[src/rtl/bcd_scan_counter.sv]
// Four-digit BCD up/down counter with parallel load, wrap pulse and a
// time-multiplexed digit scan for an external 7-segment display.
module bcd_scan_counter #(
    parameter int unsigned SCAN_DIV = 4
) (
    input  logic        clk,
    input  logic        reset,
    input  logic        en,
    input  logic        up_dn,
    input  logic        load,
    input  logic [15:0] load_val,
    output logic [15:0] count,
    output logic        tc,
    output logic [3:0]  digit_bcd,
    output logic [3:0]  an
);

    localparam int unsigned DIGITS = 4;
    localparam int unsigned DW     = 4;
    localparam int unsigned IW     = 2;
    localparam int unsigned PW     = (SCAN_DIV > 1) ? $clog2(SCAN_DIV) : 1;
    localparam logic [PW-1:0] PRE_MAX = PW'(SCAN_DIV - 1);

    logic [DW-1:0] digit_q [DIGITS];
    logic [DW-1:0] step_d  [DIGITS];
    logic [DW-1:0] load_d  [DIGITS];
    logic          wrap_c;
    logic [PW-1:0] pre_q;
    logic [IW-1:0] idx_q;
    logic [IW-1:0] idx_nxt_c;

    // Ripple carry/borrow across the digits; a carry out of digit 3 is a wrap.
    always_comb begin : step_logic
        logic carry;
        carry  = 1'b1;
        wrap_c = 1'b0;
        for (int k = 0; k < DIGITS; k++) begin
            step_d[k] = digit_q[k];
            load_d[k] = (load_val[k*DW +: DW] > 4'd9) ? 4'd0 : load_val[k*DW +: DW];
            if (carry) begin
                if (up_dn) begin
                    if (digit_q[k] == 4'd9) begin
                        step_d[k] = 4'd0;
                    end else begin
                        step_d[k] = digit_q[k] + 4'd1;
                        carry     = 1'b0;
                    end
                end else begin
                    if (digit_q[k] == 4'd0) begin
                        step_d[k] = 4'd9;
                    end else begin
                        step_d[k] = digit_q[k] - 4'd1;
                        carry     = 1'b0;
                    end
                end
            end
        end
        wrap_c = carry;
    end

    assign idx_nxt_c = idx_q + IW'(1);

    // Counter digits and terminal-count pulse.
    always_ff @(posedge clk) begin
        if (reset) begin
            for (int k = 0; k < DIGITS; k++) begin
                digit_q[k] <= '0;
            end
            tc <= 1'b0;
        end else if (load) begin
            for (int k = 0; k < DIGITS; k++) begin
                digit_q[k] <= load_d[k];
            end
            tc <= 1'b0;
        end else if (en) begin
            for (int k = 0; k < DIGITS; k++) begin
                digit_q[k] <= step_d[k];
            end
            tc <= wrap_c;
        end else begin
            tc <= 1'b0;
        end
    end

    // Scan prescaler and digit index; free-running, unaffected by load/en.
    always_ff @(posedge clk) begin
        if (reset) begin
            pre_q <= '0;
            idx_q <= '0;
            an    <= 4'b1110;
        end else if (pre_q == PRE_MAX) begin
            pre_q <= '0;
            idx_q <= idx_nxt_c;
            an    <= ~(4'b0001 << idx_nxt_c);
        end else begin
            pre_q <= pre_q + PW'(1);
        end
    end

    assign count     = {digit_q[3], digit_q[2], digit_q[1], digit_q[0]};
    assign digit_bcd = digit_q[idx_q];

endmodule

[config.mk]
export PLATFORM = sky130hd
export DESIGN_NAME = bcd_scan_counter
export DESIGN_NICKNAME = d
export VERILOG_FILES = /design/src/rtl/bcd_scan_counter.sv
export SDC_FILE = /design/constraint.sdc
export NUM_CORES = 1
export LEC_CHECK = 0
export ABC_AREA = 1
export CAP_MARGIN = 20
export CORE_ASPECT_RATIO = 1.1
export CORE_MARGIN = 4
export CORE_UTILIZATION = 35
export DETAILED_ROUTE_END_ITERATION = 8
export GPL_TIMING_DRIVEN = 0
export SYNTH_ARGS = -nofsm -noshare
export SYNTH_HDL_FRONTEND = slang
export SYNTH_SLANG_ARGS = --single-unit
export TNS_END_PERCENT = 30
[constraint.sdc]
create_clock -name clk -period 4 [get_ports clk]
set_input_delay 0.8 -clock clk [delete_from_list [all_inputs] [get_ports clk]]
set_output_delay 0.8 -clock clk [all_outputs]
set_load 0.1 [all_outputs]
# == Yosys cells after proc, flatten, opt, wreduce, memory -nomap -nowiden ==
# Memories as Yosys holds them, arrays and structs flattened. A register that Yosys moved wholly into a read port is not among the register bits.
# Index checks and enable logic that the tools add are counted.
# word_totals
inputBits,21
regBits,9
memories,1
out_inout_bits,25
ramBits,16
wordCells,94
# classes
addsub,10
bitwise,11
mux,52
eq_ne,5
order_cmp,4
n_reduce_logical,6
shifts,1
# mem_list
memory,depth,width,read_ports,rd_ports_with_merged_regs,wr,line,source
digit_q,4,4,5,1,4,24,logic [DW-1:0] digit_q [DIGITS];
# op_table
op,count
2-to-1 mux 4 bit,27
2-to-1 mux 1 bit,23
adder 4 x 1 -> 4 bit (second input constant),4
equality test 4 bit (second input constant),4
greater-than comparator 4 bit (second input constant),4
zero test 4 bit,4
subtractor 4 x 1 -> 4 bit (second input constant),4
bitwise OR 1 bit,8
adder 2 x 1 -> 2 bit (second input constant),2
2-to-1 mux 2 bit,2
inverter 4 bit,1
OR reduction 4 bit,1
<< shifter 1 x 2 -> 4 bit (first input constant),1
equality test 2 bit (second input constant),1
inverter 1 bit,2
OR reduction 2 bit,1

# == Logic depth before layout (Yosys ltp) ==
# Gate-level depths: netlist of the first run.
# logic_depth
word_depth,7
mapped_depth,8
ltp_nobuf,8

# == Least setup slack after synthesis of the first run ==
# OpenSTA, ideal clock, no wires.
# synth_path
path_kind,register to output
from,memory digit_q[1][0]
to,output port digit_bcd[0]
required_ps,3200
stages_incl_launch_ff,3
arrival_time_ps,3377
setup_slack_ps,-177
path_buffers,0
path_cell_list,edfxtp_1 > o21ai_0 > o21ai_0
# synth_lines
element,line,source
from (decl),24,
to (decl),14,"output logic [3:0] digit_bcd,"

==> results by group, run 1 <==
Worst setup path
  • Buf/Inv on CP: 3
  • CP top delay family: buffers and inverters
  • Worst path most repeated cell: a21oi_1
  • Worst reg2reg endpoint: digit_q[3][3]
  • Setup Crit Path Kind: flop to output pin
  • Worst setup SP type: flop
  • Stages on the worst setup path: 6
  • Arrival @ worst endpoint: 2.47 ns
  • Worst path slowest cell: clkdlybuf4s50_1
  • Max incr delay on CP: 1.15 ns
  • CP cell instances: inv_1 -> buf_2 -> o21ai_0 -> a21oi_1 -> a21oi_1 -> clkdlybuf4s50_1
  • Worst R2R Setup Slack: 2.20 ns
  • CP endpoint kind: output pin
  • Reg2Reg Depth: 8
  • Worst R2R Start: digit_q[2][1]
  • CP Data Required Time: 3.20 ns
  • Capture point of the worst path: digit_bcd[2]
  • CP max FO: 10

Layout
  • Final nets: 366
  • Ant diodes: 0
  • Sequential Area: 701 um2
  • Share of layout cells above drive strength 1: 11.9%
  • Area grow syn2layout: 28.7%
  • Multi-input logic area: 1160 um2
  • Fillers: 578

Detailed routing
  • Via count: 2001
  • Drt first pass iters: 4
  • Initial drt markers: 83
  • Vias/cell: 4.88
  • Antenna viol nets, final: 0
  • DRC errors left: 0
  • Wire per inst: 12.8 um
  • Final WL: 5.25 mm

Logic synthesis
  • Yosys top cell area share: 23.7%
  • Synth Instances: 287
  • Distinct cells, synth: 29
  • Top post-synthesis cells by area: edfxtp_1 24%, nand2_1 14%, dfxtp_1 11%
  • Yosys warns: 0
  • Flops & latches, synth: 27
  • Synth area leader: edfxtp_1
  • Syn_nets: 317
  • Sequential area share after synthesis: 34.5%
  • Synth Cell Area: 2030 um2
  • Syn_area_per_cell: 7.08 um2

Run status
  • Status: finished, final reports clean

Floorplan
  • Initial Util: 36.9%
  • I/O pin count: 46
  • Die Y: 87.9 um
  • Core Area: 5500 um2
  • DIE AREA: 7090 um2
  • DIE WIDTH: 80.6 um
  • Core Rows: 28

Place
  • Port Buf Inserts: 44
  • Setup WS pre-CTS: 1.04 ns
  • DP Wirelength: 4.08 mm
  • Placer's final routability congestion estimate: 0.834

STA
  • Worst-Margin Slew: 0.979 ns
  • Setup Skew: 0.00452 ns
  • Crit share post-route: 81.7%
  • Fmax: 0.306 GHz
  • Final hold viol count: 0
  • Unrepaired setup endpoints after global routing: false
  • Slew Limit Fails: 0
  • Final min period: 3.27 ns
  • Slew margin rel.: 34.5%
  • Final setup viols: 0
  • Setup TNS: 0 ns
  • Final WS setup: 0.732 ns

Clocking
  • Buffer levels on the longest clock path: 2
  • Setup Buffers After CTS: 0
  • CTS Root Cell: clkbuf_8
  • Clk sink count: 27
  • Clock Latency Late Sink: 0.28 ns
  • Total CTS buffers: 3
  • Post-CTS Resized: 0
  • H-tree levels: 1
  • # hold bufs at CTS: 0
  • CTS tree: yes
  • Clock-pin slew on the worst setup and hold paths: 0.10 ns

Power
  • Worst vdd ir: 0.162 mV
  • P per Cell Area: 355 nW/um2
  • Leakage dissipation: 1.13 nW

Global route
  • Overall global routing resource usage: 15.6%
  • Vias in the first global route: 1843
  • Initial antenna violation count: 0
  • Pin count of the biggest net entering global routing: 17
  • Grt total ovfl: 0
  • First-pass GRT wire length: 8.72 mm

Min path
  • Min-Delay Path Class: flop to flop

Run
  • # Max-Cap Violations: 0
[sequential cells by signal (all words and copies together) (netlist names), named ones only]
| signal | cells |
|---|---|
| pre_q | 2 |
| digit_q | 16 |
| tc | 1 |
| an | 4 |
| idx_q | 2 |
[synthesized netlist by cell type, drive strengths merged]
cell type / number
o21ai: 34
nand3b: 1
a21oi: 22
nor3: 1
nand3: 32
edfxtp: 16
nor3b: 1
ha: 9
inv: 32
buf: 6
o211ai: 5
o22ai: 1
nor2: 29
dfxtp: 11
nand4: 4
nand2: 83
[cell families (layout without fill, tap and decap cells)]
kind of cell    after synthesis  after routing  synth area share (%)
buf+inv                      38             86                  8.32
compound gates               62             62                  16.9
simple gates                151            151                  34.8
fa+ha+maj                     9              9                  5.55
flops                        27             27                  34.5
[per-stage QoR]
| stage | utilization, % | power, mW | area, um2 | hold slack [ns] | instances |
|---|---|---|---|---|---|
| 6_report | 47.5 | 0.927 | 2610 | 0.428 | 410 |
| 5_1_grt | 47.5 | 0.975 | 2610 | 0.441 | 410 |
| 4_1_cts | 47.5 | 0.931 | 2610 | 0.429 | 410 |
| 3_5_place_dp | 46.6 | 0.769 | 2560 | 0.414 | 406 |
| 3_3_place_gp | 46.6 | 0.767 | 2560 | 0.411 | 406 |
| 2_1_floorplan | - | 0.662 | 2030 | 0.396 | 287 |
[worst min-delay path by stage]
stage               slack, ns        to      from  cells past startpoint
floorplan                0.40  pre_q[0]  pre_q[0]                      1
global placement         0.41  pre_q[0]  pre_q[0]                      1
detailed placement       0.41  pre_q[0]  pre_q[0]                      1
CTS                      0.43  pre_q[0]  pre_q[0]                      1
global route             0.44  pre_q[0]  pre_q[0]                      1
finish                   0.43  pre_q[0]  pre_q[0]                      1
[power by group]
part / switching [mW] / internal, mW / leakage [nW] / total (mW)
clock network: 0.0943 / 0.0715 / 0.0260 / 0.166
logic: 0.295 / 0.112 / 0.837 / 0.407
registers: 0.0336 / 0.320 / 0.267 / 0.354
total: 0.423 / 0.504 / 1.13 / 0.927
[worst reg2reg max path: cells and delay by family, from the launching register on]
family | cells | cell delay (ns)
DFF | 1 | 0.49
buffers and inverters | 1 | 0.18
and+or+nand+nor | 5 | 0.58
adders and majority gates | 1 | 0.18
AOI/OAI and AO/OA | 1 | 0.09
[cells in the final DEF, fill, tap and decap left out]
cell type	instances
a21oi_1	20
a21oi_2	2
buf_2	3
buf_4	2
buf_6	1
clkbuf_8	3
clkdlybuf4s50_1	44
dfxtp_1	11
edfxtp_1	16
ha_1	9
inv_1	25
inv_2	5
inv_4	2
inv_6	1
nand2_1	77
nand2_2	5
nand2_4	1
nand3_1	28
nand3_2	4
nand3b_1	1
nand4_1	4
nor2_1	21
nor2_2	4
nor2_4	4
nor3_1	1
nor3b_1	1
o211ai_1	5
o21ai_0	27
o21ai_1	4
o21ai_2	3
o22ai_1	1
[final cells by class]
cell class / count / share of cell area (%)
inverter: 32 / 4.89
sequential: 27 / 26.8
timing repair buffer: 44 / 16.9
clock buffer: 3 / 1.58
buffer: 6 / 1.58
clock inverter: 1 / 0.239
tap: 75 / 3.59
multi-input combinational: 222 / 44.4
[routing by layer]
layer | vias to the layer above | part of all wire, % | GRT usage, %
met5 | - | 0 | 0
met4 | 0 | 1.7 | 5.38
met3 | 7 | 3.9 | 2.26
met1 | 889 | 49 | 21.7
li1 | 1068 | - | -
met2 | 37 | 46 | 24.8
Note: power is estimated with default switching activity, not from simulation.
==> run 2, diff against run 1 <==
- clock period: 4 -> 2.64 ns (I/O delays scaled with it)
==> run 2 against run 1 <==
  * Largest power group unchanged
  * Highest routed layer unchanged
  * Largest cell class unchanged
  * Register-to-register slack worse by 1.4 ns
  * Sequential cell count stayed put
  * Total power up 52%
  * Count of clock-buffer cells in the layout stayed put
  * Combinational power rose by 52%
==> results by group, run 2 (synthesis gave the netlist of run 1 again) <==
Run status
  • Status: finished, final reports clean

Global route
  • First-pass GRT wire length: 8.44 mm
  • Grt total ovfl: 0
  • Vias in the first global route: 1807
  • Initial antenna violation count: 0
  • Overall global routing resource usage: 15.3%
  • Pin count of the biggest net entering global routing: 17

Floorplan
  • Die Y: 87.9 um
  • Core Area: 5500 um2
  • Core Rows: 28
  • I/O pin count: 46
  • DIE AREA: 7090 um2
  • Initial Util: 36.9%
  • DIE WIDTH: 80.6 um

Detailed routing
  • Final WL: 5.26 mm
  • Drt first pass iters: 4
  • Wire per inst: 12.8 um
  • Antenna viol nets, final: 0
  • Via count: 2006
  • Initial drt markers: 103
  • DRC errors left: 0
  • Vias/cell: 4.89

Layout
  • Biggest regs: digit_q x16, an x4
  • Final nets: 366
  • Sequential Area: 701 um2
  • Most frequent cells in the layout: 77 x nand2_1, 40 x clkdlybuf4s50_1, 28 x nand3_1
  • Commonest non-fill, non-tap cell in the layout: nand2_1
  • Multi-input logic area: 1180 um2
  • Max reg flops: 16
  • Share of layout cells above drive strength 1: 14.3%
  • Area grow syn2layout: 29.4%
  • Most flops, register: digit_q
  • Fillers: 583
  • Design Area, Final: 2630 um2
  • Ant diodes: 0

Clocking
  • Buffer levels on the longest clock path: 2
  • Clock-pin slew on the worst setup and hold paths: 0.10 ns
  • Clk sink count: 27
  • CTS Root Cell: clkbuf_8
  • Clock Latency Late Sink: 0.28 ns
  • CTS tree: yes
  • Total CTS buffers: 3
  • H-tree levels: 1
  • Setup Buffers After CTS: 0

Worst setup path
  • Worst R2R Setup Slack: 0.79 ns
  • Buf/Inv on CP: 1
  • CP endpoint kind: output pin
  • CP cell instances: clkdlybuf4s50_1
  • Worst path slowest cell: clkdlybuf4s50_1
  • CP max FO: 6
  • Max incr delay on CP: 1.20 ns
  • CP Data Required Time: 2.11 ns
  • CP top delay family: buffers and inverters
  • Worst setup SP type: flop
  • Setup Crit Path Kind: flop to output pin
  • Arrival @ worst endpoint: 2.05 ns

Place
  • Placer's final routability congestion estimate: 0.840
  • DP Wirelength: 4.04 mm
  • Port Buf Inserts: 44
  • Cell Area, Placed: 2590 um2

STA
  • Worst-Margin Slew: 0.974 ns
  • Crit share post-route: 97.6%
  • Final hold viol count: 0
  • Final setup viols: 0
  • Slew margin rel.: 34.9%
  • Setup Skew: 0.00331 ns
  • Unrepaired setup endpoints after global routing: false
  • Fmax: 0.388 GHz
  • Final min period: 2.58 ns
  • Slew Limit Fails: 0

Power
  • P per Cell Area: 535 nW/um2
  • Leakage dissipation: 1.14 nW
  • Pwr Total: 1.41 mW
  • Worst vdd ir: 0.268 mV

Min path
  • Min-Delay Path Class: flop to flop

Run
  • # Max-Cap Violations: 0
[run 2: cell count changes in the layout (fill, tap and decap cells not counted), sizes merged]
cell	before	now
clkdlybuf4s15	0	2
clkdlybuf4s50	44	40
clkbuf	3	5
[run 2: cell type report]
class	instances	share of cell area, %
multi-input combinational	222	45.0
sequential	27	26.7
timing repair buffer	44	16.5
inverter	32	4.86
tap	75	3.57
clock buffer	3	1.57
buffer	6	1.57
clock inverter	1	0.238
[run 2: what timing repair did]
action / 4_1_cts / 5_1_grt
setup endpoints to repair: 4 / 2
hold buffers: 0 / 0
gates resized for setup: 9 / 3
[run 2: report_power, final]
part / leakage (nW) / total (mW) / internal (mW) / switching [mW]
combinational: 0.842 / 0.619 / 0.166 / 0.453
sequential: 0.267 / 0.537 / 0.486 / 0.0512
clock: 0.0260 / 0.249 / 0.108 / 0.141
total: 1.14 / 1.41 / 0.760 / 0.645
[run 2: stage by stage]
stage,util [%],setup TNS (ns),instances,setup slack (ns),hold WS [ns]
3_3_place_gp,47.0,-0.0271,406,-0.0271,0.412
2_1_floorplan,-,-0.377,287,-0.177,0.396
5_1_grt,47.8,0,410,0.00239,0.454
6_report,47.8,0,410,0.0646,0.441
3_5_place_dp,47.0,-0.0924,406,-0.0470,0.427
4_1_cts,47.9,0,410,0.0161,0.444
[run 2: metal layers]
layer  track usage (%)  vias up  wire length, um
li1                  -     1062                -
met1              20.2      903             2510
met2              25.5       36             2470
met3              2.26        5              195
met4              5.53        0               80
met5                 0        -                0
[run 2: final timing paths]
check / depth (start not counted) / from / to
setup / recovery: 1 / digit_q[0][0] / count[0]
hold reg to reg: 1 / pre_q[0] / pre_q[0]
hold / removal: 1 / pre_q[0] / pre_q[0]
setup reg to reg: 5 / digit_q[0][0] / digit_q[1][3]
